**src/rtl/bcd_countdown_timer_pkg.sv**
```systemverilog
// Shared constants, state encoding and digit helpers for the BCD countdown timer.
package bcd_pkg;

  localparam int         BCD_W   = 4;
  localparam logic [3:0] BCD_MAX = 4'd9;

  typedef enum logic [1:0] {
    IDLE  = 2'd0,
    RUN   = 2'd1,
    PAUSE = 2'd2
  } state_t;

  // Clamp a raw nibble into the valid BCD digit range.
  function automatic logic [3:0] bcd_sat(input logic [3:0] raw);
    return (raw > BCD_MAX) ? BCD_MAX : raw;
  endfunction

  // True when a raw nibble is not a legal BCD digit.
  function automatic logic bcd_invalid(input logic [3:0] raw);
    return (raw > BCD_MAX);
  endfunction

endpackage

```
**src/rtl/bcd_countdown_timer_down_digit.sv**
```systemverilog
// One BCD digit of the down-counter: loadable, decrements on borrow_in,
// wraps 0 -> 9 and forwards the borrow to the next digit.
module bcd_down_digit
  import bcd_pkg::*;
(
  input  logic       clk,
  input  logic       reset_n,
  input  logic       load,
  input  logic [3:0] load_digit,
  input  logic       borrow_in,
  output logic [3:0] digit,
  output logic       borrow_out,
  output logic       is_zero
);

  logic [3:0] digit_r;

  // Digit register: load has priority over decrement; 0 wraps to 9 on borrow.
  always_ff @(negedge clk or negedge reset_n) begin
    if (!reset_n) begin
      digit_r <= 4'd0;
    end else if (load) begin
      digit_r <= load_digit;
    end else if (borrow_in) begin
      digit_r <= (digit_r == 4'd0) ? BCD_MAX : (digit_r - 4'd1);
    end else begin
      digit_r <= digit_r;
    end
  end

  assign digit      = digit_r;
  assign is_zero    = (digit_r == 4'd0);
  assign borrow_out = is_zero && borrow_in;

endmodule

```
**src/rtl/bcd_countdown_timer.sv**
```systemverilog
// Multi-digit BCD countdown timer with load, start/pause and auto-reload.
// All state changes happen on the falling edge of clk.
module bcd_countdown_timer #(
  parameter int DIGITS = 4
) (
  input  logic                  clk,
  input  logic                  reset_n,
  input  logic                  load,
  input  logic [4*DIGITS-1:0]   load_val,
  input  logic                  start,
  input  logic                  pause,
  input  logic                  tick,
  input  logic                  auto_reload,
  output logic [4*DIGITS-1:0]   count,
  output logic                  busy,
  output logic                  zero,
  output logic                  done,
  output logic                  load_err
);

  import bcd_pkg::*;

  localparam logic [4*DIGITS-1:0] COUNT_ZERO = {(4*DIGITS){1'b0}};
  localparam logic [4*DIGITS-1:0] COUNT_ONE  = {{(4*DIGITS-1){1'b0}}, 1'b1};

  state_t              state_r;
  logic [4*DIGITS-1:0] reload_r;
  logic                done_r;
  logic                load_err_r;

  logic [4*DIGITS-1:0] sanitized_s;
  logic                load_err_s;
  logic [4*DIGITS-1:0] digit_load_val_s;
  logic                digit_load_s;
  logic                dec_s;
  logic                expire_s;
  logic                reload_now_s;
  logic                one_s;
  logic [DIGITS:0]     borrow_s;
  logic [DIGITS-1:0]   zero_vec_s;
  logic                unused_borrow_s;

  // Saturate each incoming digit and flag any that were out of BCD range.
  always_comb begin
    sanitized_s = COUNT_ZERO;
    load_err_s  = 1'b0;
    for (int i = 0; i < DIGITS; i++) begin
      sanitized_s[4*i +: 4] = bcd_sat(load_val[4*i +: 4]);
      if (bcd_invalid(load_val[4*i +: 4])) begin
        load_err_s = 1'b1;
      end else begin
        load_err_s = load_err_s;
      end
    end
  end

  assign zero         = &zero_vec_s;
  assign one_s        = (count == COUNT_ONE);
  // A qualified tick: only in RUN, and pause or load in the same cycle swallow it.
  assign dec_s        = (state_r == RUN) && tick && !pause && !load;
  assign expire_s     = dec_s && one_s;
  assign reload_now_s = expire_s && auto_reload && (reload_r != COUNT_ZERO);
  assign digit_load_s = load || reload_now_s;

  // Digit load source: an external load wins over the auto-reload value.
  always_comb begin
    if (load) begin
      digit_load_val_s = sanitized_s;
    end else begin
      digit_load_val_s = reload_r;
    end
  end

  assign borrow_s[0]     = dec_s;
  assign unused_borrow_s = borrow_s[DIGITS];

  for (genvar i = 0; i < DIGITS; i++) begin : g_digit
    bcd_down_digit u_digit (
      .clk        (clk),
      .reset_n    (reset_n),
      .load       (digit_load_s),
      .load_digit (digit_load_val_s[4*i +: 4]),
      .borrow_in  (borrow_s[i]),
      .digit      (count[4*i +: 4]),
      .borrow_out (borrow_s[i+1]),
      .is_zero    (zero_vec_s[i])
    );
  end

  // Control FSM with reload register and the one-cycle done/load_err pulses.
  always_ff @(negedge clk or negedge reset_n) begin
    if (!reset_n) begin
      state_r    <= IDLE;
      reload_r   <= COUNT_ZERO;
      done_r     <= 1'b0;
      load_err_r <= 1'b0;
    end else begin
      done_r     <= 1'b0;
      load_err_r <= 1'b0;
      if (load) begin
        state_r    <= IDLE;
        reload_r   <= sanitized_s;
        load_err_r <= load_err_s;
      end else begin
        case (state_r)
          IDLE: begin
            if (start && !zero) state_r <= RUN;
            else                state_r <= IDLE;
          end
          RUN: begin
            if (pause) begin
              state_r <= PAUSE;
            end else if (expire_s) begin
              done_r  <= 1'b1;
              state_r <= reload_now_s ? RUN : IDLE;
            end else begin
              state_r <= RUN;
            end
          end
          PAUSE: begin
            if (start && !pause) state_r <= RUN;
            else                 state_r <= PAUSE;
          end
          default: state_r <= IDLE;
        endcase
      end
    end
  end

  assign busy     = (state_r != IDLE);
  assign done     = done_r;
  assign load_err = load_err_r;

endmodule

```
**config.mk**
```make
export PLATFORM = sky130hd
export DESIGN_NAME = bcd_countdown_timer
export DESIGN_NICKNAME = d
export VERILOG_FILES = /design/src/rtl/bcd_countdown_timer_pkg.sv /design/src/rtl/bcd_countdown_timer_down_digit.sv /design/src/rtl/bcd_countdown_timer.sv
export SDC_FILE = /design/constraint.sdc
export NUM_CORES = 1
export LEC_CHECK = 0
export ABC_CLOCK_PERIOD_IN_PS = 3200
export CELL_PAD_IN_SITES_DETAIL_PLACEMENT = 0
export CELL_PAD_IN_SITES_GLOBAL_PLACEMENT = 1
export CORE_MARGIN = 8
export CORE_UTILIZATION = 36
export CTS_BUF_LIST = sky130_fd_sc_hd__clkbuf_4
export DETAILED_ROUTE_END_ITERATION = 16
export GPL_TIMING_DRIVEN = 0
export HOLD_SLACK_MARGIN = 0.03
export PLACE_DENSITY_LB_ADDON = 0.1
export SLEW_MARGIN = 20
export SYNTH_ARGS = -nofsm -noshare
export SYNTH_HDL_FRONTEND = slang
export SYNTH_HIERARCHICAL = 1
export SYNTH_SLANG_ARGS = --single-unit
```
**constraint.sdc**
```tcl
create_clock -name clk -period 3.2 [get_ports clk]
set_input_delay 0.64 -clock clk [delete_from_list [all_inputs] [get_ports clk]]
set_output_delay 0.64 -clock clk [all_outputs]
set_load 0.01 [all_outputs]
```
==> Word-level counts from Yosys, hierarchy flattened <==
Index checks and enable logic that the tools add are counted.
{ "op_classes": {"addsub": 4, "magnitude_cmp": 4, "n_eq_ne": 3, "n_mux": 33, "reduce_logical": 27} }
{ "ops": {"columns": ["cell", "n"], "rows": [
  ["$mux 4", 16],
  ["$eq 16x1->1 const B", 1],
  ["$gt 4x4->1 const B", 4],
  ["$logic_not 4->1", 4],
  ["$mux 16", 1],
  ["$reduce_bool 16->1", 1],
  ["$sub 4x1->4 const B", 4],
  ["$mux 1", 12],
  ["$logic_and 1x1->1", 11],
  ["$reduce_bool 2->1", 5],
  ["$mux 2", 3],
  ["$pmux 2 s3", 1],
  ["$reduce_and 4->1", 1],
  ["$logic_not 1->1", 3],
  ["$eq 2x1->1 const B", 1],
  ["$eq 2x2->1 const B", 1],
  ["$logic_not 2->1", 1],
  ["$logic_or 1x1->1", 1]
]} }
{ "word_totals": {"regBits": 36, "output_inout_bits": 20, "elab_cells": 79} }

==> Longest topological paths before layout <==
{ "depth": {"ltp_word": 12, "ltp_mapped": 13} }

==> By module <==
The synthesis kept the hierarchy.
{ "modules_own_cells": {"columns": ["mod", "n_inst", "cells_per_inst", "area_per_inst_um2", "seq_area_each_um2"], "rows": [
  ["bcd_countdown_timer", 1, 88, 940.9, 500.5],
  ["bcd_down_digit", 4, 23, 229.0, 100.1]
]} }

==> flow_summary.toml <==
[run_status]
run_status = "finished with violations"
violations = "setup timing"

[grt]
grt_pass1_vias = 1978
grt_pass1_wl_mm = 10.1
antenna_found_initial = 0
track_usage = 0.173
overflow = 0
grt_max_degree = 30

[timing]
final_hold_viol_count = 0
setup_ws_ps = -1220
worst_pin_slew_ps = 534
fin_hold_ws_ps = 482
final_max_slew_viol_count = 0
rsz0062_at_grt = "yes"
finalClockSkew_ps = 7.00
setup_viol_count_final = 32
slew-limit-headroom = 0.641

[placed_design]
dpl-instance-area_sq_um = 2440
port_buffers = 41
place_congestion = 0.806
hpwl_mm = 3.86

[floorplanning]
dieHeight_um = 87.7
initial_utilization = 0.367
fp.coreArea_sq_um = 5040
die_area_sq_um = 7690
rows = 26
pin_count = 43
die_w_um = 87.7

[power]
power_leakage_nw = 1.34
power.internal_w = 0.000892
seqPwrFrac = 0.424
netSwitchingFraction = 0.297
power_switching_w = 0.000377
max-vdd-ir-drop_mv = 0.206
power_density_nw_per_um2 = 404
share_comb_of_total_power = 0.313
pwr-share-clk = 0.264

[worst_setup_path]
crit-reg2reg-launch = "state_r[0]"
path_cells = "buf_8 > nor4b_4 > nand2_2 > inv_2 > nor4b_4 > nor2b_4 > nor4b_4 > nor2b_4 > nor4b_4 > nor2b_4 > nor3b_4 > mux2i_1 > o21ai_1"
cp.required_ps = 1790
start_kind = "input pin"
slowest_delay_ps = 310
critical-path-slowest-cell = "nor4b_4"
crit_type = "in2reg"
r2r_cells = 13
cp_max_fo = 4
critPathArrivalTime_ps = 3010
reg2reg_to = "g_digit[3].u_digit/digit[2]"
end_kind = "flip-flop"
worst_path_most_repeated_cell = "nor4b_4"
r2r_slack_ps = 310

[drt]
wirelength_mm = 6.44
drc = 0
vias_per_cell = 5.22
num_vias = 1865
ant_nets = 0
wl_per_cell_um = 18.0
first_iter_violations = 131
drtPass1Iterations = 4

[finish]
area_growth_pct = 69.8
drive_above_1_share = 0.425
nNetsFinal = 309
fin_util = 0.623
antennaDiodeCount = 0
final_area_sq_um = 3140

[cts]
cts_root_buffer = "clkbuf_4"
cts_buffers = 5
path_clk_slew_ps = 80
cts.htree.levels = 2
clock_latency_ps = 340
clock-sinks = 36
cts_tree = "yes"
clk_path_buf_depth = 2

[synthesis]
yosysWarnings = 6
synth_nets = 202
synthCells = 179
synth.cell_area_sq_um = 1850
avgSynthCellArea_sq_um = 10.3

[hold_path]
holdPathStages = 1
min_to = "reload_r[11]"
holdCritStartpoint = "reload_r[11]"
hold_path_class = "reg2reg"

[flow_run]
max_cap_viol_count = 0
## metal layers
metal	up-vias	wire length (um)	GRT usage
li1	874	-	-
met1	922	2780	0.210
met2	57	3170	0.295
met3	12	389	0.0403
met4	0	109	0.0531
met5	-	0	0
## critical path: cells and delay by family
kind            cells  cell delay (ps)
mux                 1              200
buf+inv             2              170
simple gates        9             1900
compound gates      1               70
## what timing repair did
| action | in CTS | in global routing |
|---|---|---|
| buffers inserted | 52 | 13 |
| cloned | 1 | 1 |
| endpoints found under the setup margin | 37 | 33 |
| pin swaps | 6 | 7 |
| hold endpoints to repair | 0 | 0 |
| hold buffers | 0 | 0 |
| resized for setup | 123 | 23 |
## power groups by stage
| stage | clock, W | sequential, W | combinational [W] |
|---|---|---|---|
| 3_3_place_gp | 0 | 0.000575 | 0.000216 |
| 2_1_floorplan | 0 | 0.000575 | 0.0000930 |
| 3_5_place_dp | 0 | 0.000578 | 0.000220 |
| 6_report | 0.000334 | 0.000538 | 0.000397 |
| 4_1_cts | 0.000341 | 0.000534 | 0.000378 |
| 5_1_grt | 0.000354 | 0.000542 | 0.000426 |
## cell type report
class                   count  area, sq um
multi-input cells         134         1080
plain buffers               3         30.0
well taps                  70         87.6
clock buffers               6         45.0
repair buffers             98          935
flip-flops and latches     36          901
clock inverters             2         35.0
fillers                   431         1900
inverters                   8         30.0
## worst max path at each step
stage	start	end	slack (ps)	depth (start not counted)
3_3_place_gp	pause	g_digit[3].u_digit/digit[2]	-2230	13
4_1_cts	load	g_digit[3].u_digit/digit[2]	-1200	13
3_5_place_dp	pause	g_digit[3].u_digit/digit[2]	-2300	13
2_1_floorplan	load	g_digit[3].u_digit/digit[2]	-1550	13
5_1_grt	pause	g_digit[3].u_digit/digit[2]	-1410	13
6_report	pause	g_digit[3].u_digit/digit[2]	-1220	13
## metrics by stage
step / instances / setup slack [ps] / setup TNS [ps] / power [W]
floorplan: 179 / -1550 / -12790 / 0.000668
global placement: 290 / -2230 / -57610 / 0.000791
detailed placement: 291 / -2300 / -28980 / 0.000799
CTS: 352 / -1200 / -10910 / 0.00125
global route: 357 / -1410 / -13890 / 0.00132
finish: 357 / -1220 / -11080 / 0.00127
## cells in the final DEF (no fill, tap or decap), types with 2 or more instances in the layout
cell type / count
nand4_1: 3
nor4_2: 2
dfrtn_1: 36
nor2b_4: 4
buf_12: 3
nor2_1: 9
o2bb2ai_1: 2
buf_6: 31
o21ai_1: 14
and2b_1: 4
nor4_1: 8
nor3b_4: 4
o21ai_0: 6
nor4b_4: 4
buf_2: 4
nor2b_1: 3
nand2b_1: 5
mux2_2: 4
buf_4: 39
xnor2_1: 6
nand2_1: 16
clkbuf_4: 6
a22o_1: 6
inv_1: 7
a31oi_1: 4
a31o_4: 3
a21oi_1: 9
clkdlybuf4s50_1: 18
xnor2_2: 2
clkdlybuf4s15_2: 3
mux2i_1: 4
## sequential cells by signal, indices dropped and copies added, names as in the netlist
register and flops:
done 1, g_digit.u_digit/digit 16, state_r 2, reload_r 16
load_err 1
No activity file was read; power rests on OpenSTA's default activity.
